File: config.mk
export PLATFORM = sky130hd
export DESIGN_NAME = uart_rx
export DESIGN_NICKNAME = d
export VERILOG_FILES = /design/src/rtl/uart_rx.sv
export SDC_FILE = /design/constraint.sdc
export NUM_CORES = 1
export LEC_CHECK = 0
export BUFFER_PORTS_ARGS = -buffer_cell sky130_fd_sc_hd__buf_2
export CORE_UTILIZATION = 55
export CTS_BUF_LIST = sky130_fd_sc_hd__clkbuf_4
export DETAILED_ROUTE_END_ITERATION = 16
export PLACE_DENSITY = 0.77
export SYNTH_ARGS = -nofsm -noshare
export SYNTH_HDL_FRONTEND = slang
export SYNTH_SLANG_ARGS = --single-unit
File: constraint.sdc
create_clock -name clk -period 2 [get_ports clk]
set_input_delay 0.2 -clock clk [delete_from_list [all_inputs] [get_ports clk]]
set_output_delay 0.2 -clock clk [all_outputs]
set_load 0.1 [all_outputs]
File: src/rtl/uart_rx.sv
`default_nettype none
// +----------------------------------------------------------------------------+
// | uart_rx: 8N1 UART receiver, centre-sampled, with valid/framing strobes     |
// | Rev 1.0                                                                    |
// +----------------------------------------------------------------------------+
module uart_rx #(
  parameter logic [7:0] CLK_PER_BIT = 8'd100
) (
  input  logic       clk,
  input  logic       rst_n,
  input  logic       rx_signal,
  output logic [7:0] rx_data,
  output logic       rx_dv,
  output logic       frame_err,
  output logic       rx_busy
);

  localparam logic [7:0] c_half_m1 = (CLK_PER_BIT >> 1) - 8'd1;
  localparam logic [7:0] c_bit_m1  = CLK_PER_BIT - 8'd1;

  typedef enum logic [2:0] {
    ST_IDLE  = 3'd0,
    ST_START = 3'd1,
    ST_DATA  = 3'd2,
    ST_STOP  = 3'd3,
    ST_CLEAN = 3'd4
  } state_t;

  state_t     r_state, w_state_next;
  logic       r_sync1, r_sync2;
  logic [7:0] r_count, w_count_next;
  logic [2:0] r_index, w_index_next;
  logic [7:0] r_shift, w_shift_next;
  logic [7:0] r_rx_data, w_rx_data_next;
  logic       r_rx_dv, w_rx_dv_next;
  logic       r_frame_err, w_frame_err_next;

  always_ff @(posedge clk or negedge rst_n) begin
    if (!rst_n) begin
      r_sync1     <= 1'b1;
      r_sync2     <= 1'b1;
      r_state     <= ST_IDLE;
      r_count     <= 8'd0;
      r_index     <= 3'd0;
      r_shift     <= 8'd0;
      r_rx_data   <= 8'h00;
      r_rx_dv     <= 1'b0;
      r_frame_err <= 1'b0;
    end else begin
      r_sync1     <= rx_signal;
      r_sync2     <= r_sync1;
      r_state     <= w_state_next;
      r_count     <= w_count_next;
      r_index     <= w_index_next;
      r_shift     <= w_shift_next;
      r_rx_data   <= w_rx_data_next;
      r_rx_dv     <= w_rx_dv_next;
      r_frame_err <= w_frame_err_next;
    end
  end

  always_comb begin
    w_state_next     = r_state;
    w_count_next     = r_count;
    w_index_next     = r_index;
    w_shift_next     = r_shift;
    w_rx_data_next   = r_rx_data;
    w_rx_dv_next     = 1'b0;
    w_frame_err_next = 1'b0;
    case (r_state)
      ST_IDLE: begin
        w_count_next = 8'd0;
        w_index_next = 3'd0;
        if (!r_sync2) w_state_next = ST_START;
      end
      ST_START: begin
        if (r_count < c_half_m1) begin
          w_count_next = r_count + 8'd1;
        end else begin
          w_count_next = 8'd0;
          // A start bit that is high again at its centre was only a glitch
          w_state_next = r_sync2 ? ST_IDLE : ST_DATA;
        end
      end
      ST_DATA: begin
        if (r_count < c_bit_m1) begin
          w_count_next = r_count + 8'd1;
        end else begin
          w_count_next          = 8'd0;
          w_shift_next[r_index] = r_sync2;
          if (r_index == 3'd7) begin
            w_index_next = 3'd0;
            w_state_next = ST_STOP;
          end else begin
            w_index_next = r_index + 3'd1;
          end
        end
      end
      ST_STOP: begin
        if (r_count < c_bit_m1) begin
          w_count_next = r_count + 8'd1;
        end else begin
          w_count_next = 8'd0;
          if (r_sync2) begin
            w_rx_data_next = r_shift;
            w_rx_dv_next   = 1'b1;
          end else begin
            w_frame_err_next = 1'b1;
          end
          w_state_next = ST_CLEAN;
        end
      end
      ST_CLEAN: begin
        // Wait out a held-low (break) line so it cannot start a new frame
        if (r_sync2) w_state_next = ST_IDLE;
      end
      default: w_state_next = ST_IDLE;
    endcase
  end

  assign rx_data   = r_rx_data;
  assign rx_dv     = r_rx_dv;
  assign frame_err = r_frame_err;
  assign rx_busy   = (r_state != ST_IDLE);

endmodule
`default_nettype wire

==> results.py <==
metrics = {
    "run_status": {
        "outcome": "finished with violations",
        "violations": "design-rule violations",
    },
    "timing": {
        "fin_worst_skew_ns": 0.0144,
        "fin_crit_sh_pct": 97.0,
        "finalSetupViolations": 0,
        "rsz0062_at_grt": "false",
        "drv_slew": 0,
        "max-slew-margin-rel_pct": 51.3,
        "hold_viol": 0,
        "fin_hold_ws_ns": 0.363,
        "setup_slack_ns": 0.0604,
        "fmax_ghz": 0.516,
        "min_period_ns": 1.94,
        "tightest_slew_ns": 0.731,
    },
    "pwr": {
        "power_density_mw_per_mm2": 557,
        "peakVddDrop_mv": 0.431,
        "leakage_nw": 0.944,
    },
    "clock_network": {
        "htreeDepth": 2,
        "clk_pin_slew_ns": 0.10,
        "cts_buffers": 5,
        "clk-insertion-delay-late_ns": 0.34,
        "cts_buffer_depth": 2,
        "cts_setup_buffers": 0,
        "cts_sinks": 34,
        "cts_tree": "done",
        "clock-root-buffer": "clkbuf_4",
    },
    "critical_path": {
        "crit_type": "reg2reg",
        "cp_slowest_stage_delay_ns": 0.45,
        "rrSetupSlack_ns": 0.06,
        "end_kind": "flip-flop",
        "cp-startpoint": "r_count[0]$_DFFE_PN0P_",
        "worstPathRequired_ns": 2.22,
        "r2r_end": "r_shift[1]$_DFFE_PN0P_",
        "slowest_stage": "or4_4",
        "reg2reg_from": "r_count[0]$_DFFE_PN0P_",
        "endpoint": "r_shift[1]$_DFFE_PN0P_",
        "cp-start-kind": "flip-flop",
        "reg2reg_depth": 5,
        "cp.arrival_ns": 2.16,
        "cp_cell_sequence": "ha_2, or4_4, a31o_4, nand4_1, mux2_1",
        "cp_max_fo": 7,
    },
    "floorplanning": {
        "die_area_mm2": 0.00322,
        "die_x_um": 56.7,
        "fp.dieH_um": 56.7,
        "start_util_pct": 58.7,
        "io_pins": 14,
        "coreArea_mm2": 0.00281,
        "num_rows": 19,
    },
    "logic_synthesis": {
        "synth_area_mm2": 0.00165,
        "ys_seq_elements": 34,
        "synth_edf_count": 0,
        "syn_area_per_cell_um2": 11.3,
        "synth_fp_nets": 153,
        "synth_ff_type": "dfrtp_1",
        "ys_seq_area_share_pct": 51.8,
        "async_flop_share_pct": 100,
        "ys_warn_count": 0,
        "syn_inst": 146,
        "synth.distinct_cells": 39,
    },
    "drt": {
        "viasPerCell": 6.01,
        "wl_um": 3320,
        "ant_nets": 0,
        "drt_iter0_markers": 39,
        "drc_errors": 2,
        "num_vias": 1245,
        "wl_per_cell_um": 16.0,
        "dr.pass1.iters": 10,
    },
    "global_routing": {
        "grt.overflow.total": 0,
        "grt_pass1_vias": 1235,
        "antenna_found_initial": 0,
        "grt_max_degree": 35,
        "grt_pass1_wl_um": 5700,
        "grt_use_total_pct": 24.2,
    },
    "final_layout": {
        "post-route-util_pct": 69.1,
        "syn2layout_area_growth_pct": 17.8,
        "drive_gt1_share_pct": 26.7,
        "diodes": 0,
        "nets": 182,
    },
    "place": {
        "gp_congestion": 0.825,
        "port_buffers": 13,
        "dpl_worst_slack_ns": -0.0474,
        "dp.final_hpwl_um": 2290,
    },
    "run": {
        "max-cap-violations": 0,
    },
    "worst_hold_path": {
        "hp-class": "reg2reg",
    },
}
-- synth_stat cells (4+ instances only) --
master / number / area, um2
a21oi_1: 4 / 20.0
clkbuf_1: 5 / 18.8
dfrtp_1: 32 / 801
ha_1: 4 / 50.1
inv_1: 6 / 22.5
mux2_1: 17 / 191
nand2_1: 10 / 37.5
nand3_1: 8 / 40.0
nand4_1: 4 / 25.0
nor2_1: 5 / 18.8
nor3_1: 9 / 45.0
o21ai_0: 5 / 25.0
o21ai_1: 4 / 20.0
-- sequential cells by signal, indices dropped and copies added (netlist names) --
register   flops
r_sync2        1
r_index        3
r_shift        8
rx_dv          1
rx_data        8
frame_err      1
r_sync1        1
r_state        3
r_count        8
-- stage by stage --
stage	instances	power, mW	setup TNS (ns)	area (um2)
floorplan	146	0.709	-0.0142	1650
detailed placement	195	0.725	-0.268	1810
global route	207	1.12	0	1940
global placement	195	0.724	0	1810
finish	207	1.08	0	1940
CTS	206	1.09	0	1890
-- cell type report --
class | instances | area, um2
inverter | 7 | 26.3
fill | 218 | 866
clock buffer | 5 | 37.5
clock inverter | 3 | 16.3
tap | 31 | 38.8
multi-input combinational | 100 | 792
timing repair buffer | 27 | 175
sequential | 34 | 853
-- worst min-delay path by stage --
stage	startpoint	to	depth (start not counted)
6_report	r_sync1$_DFF_PN1_	r_sync2$_DFF_PN1_	0
2_1_floorplan	rst_n	frame_err$_DFF_PN0_	0
3_3_place_gp	rst_n	rx_data[5]$_DFFE_PN0P_	1
4_1_cts	r_sync1$_DFF_PN1_	r_sync2$_DFF_PN1_	0
3_5_place_dp	rst_n	rx_data[5]$_DFFE_PN0P_	1
5_1_grt	r_sync1$_DFF_PN1_	r_sync2$_DFF_PN1_	0
-- logic make-up after synthesis --
family                   synth area share, %
AND/OR/NAND/NOR                         16.3
buffers and inverters                   3.72
multiplexers                            13.8
flip-flops                              51.8
adder cells (fa/ha/maj)                 3.04
AO/OA/AOI/OAI                           11.3
-- worst max-delay path: cells and delay by family (launching register included) --
kind | cells | cell delay, ns
AOI/OAI and AO/OA | 1 | 0.30
DFF | 1 | 0.40
muxes | 1 | 0.33
adders and majority gates | 1 | 0.20
and+or+nand+nor | 2 | 0.59
-- cell usage in the layout, fill, tap and decap left out, types with 3 or more instances in the layout --
cell type / netlist / final
ha_1: 4 / 3
nand4_1: 4 / 4
inv_1: 6 / 6
o21ai_0: 5 / 5
buf_4: 0 / 12
o21ai_1: 4 / 4
mux2_1: 17 / 15
a21oi_1: 4 / 4
clkbuf_4: 0 / 5
nor2b_1: 3 / 3
nand2_1: 10 / 10
buf_2: 1 / 13
nand3_1: 8 / 8
a22o_1: 3 / 3
mux2_4: 1 / 3
nor2_1: 5 / 4
dfrtp_1: 32 / 32
nor3_1: 9 / 9
-- power by group --
part | switching (mW) | leakage, nW | total [mW] | internal [mW]
clock network | 0.236 | 0.0286 | 0.366 | 0.131
logic | 0.0141 | 0.462 | 0.0186 | 0.00455
registers | 0.00455 | 0.453 | 0.695 | 0.691
total | 0.254 | 0.944 | 1.08 | 0.826
-- routing by layer --
metal	up-vias	routed length (um)	global-route usage, %
li1	602	-	-
met1	611	1500	30.1
met2	23	1640	37.9
met3	9	90	5.76
met4	0	87	14.6
met5	-	0	0
-- what timing repair did --
action,4_1_cts,5_1_grt
hold endpoints to repair,33,0
setup endpoints to repair,8,16
pin swaps,1,2
cloned,1,1
hold buffers,2,0
resized for setup,0,6
Power figures use the tool's default switching activity.
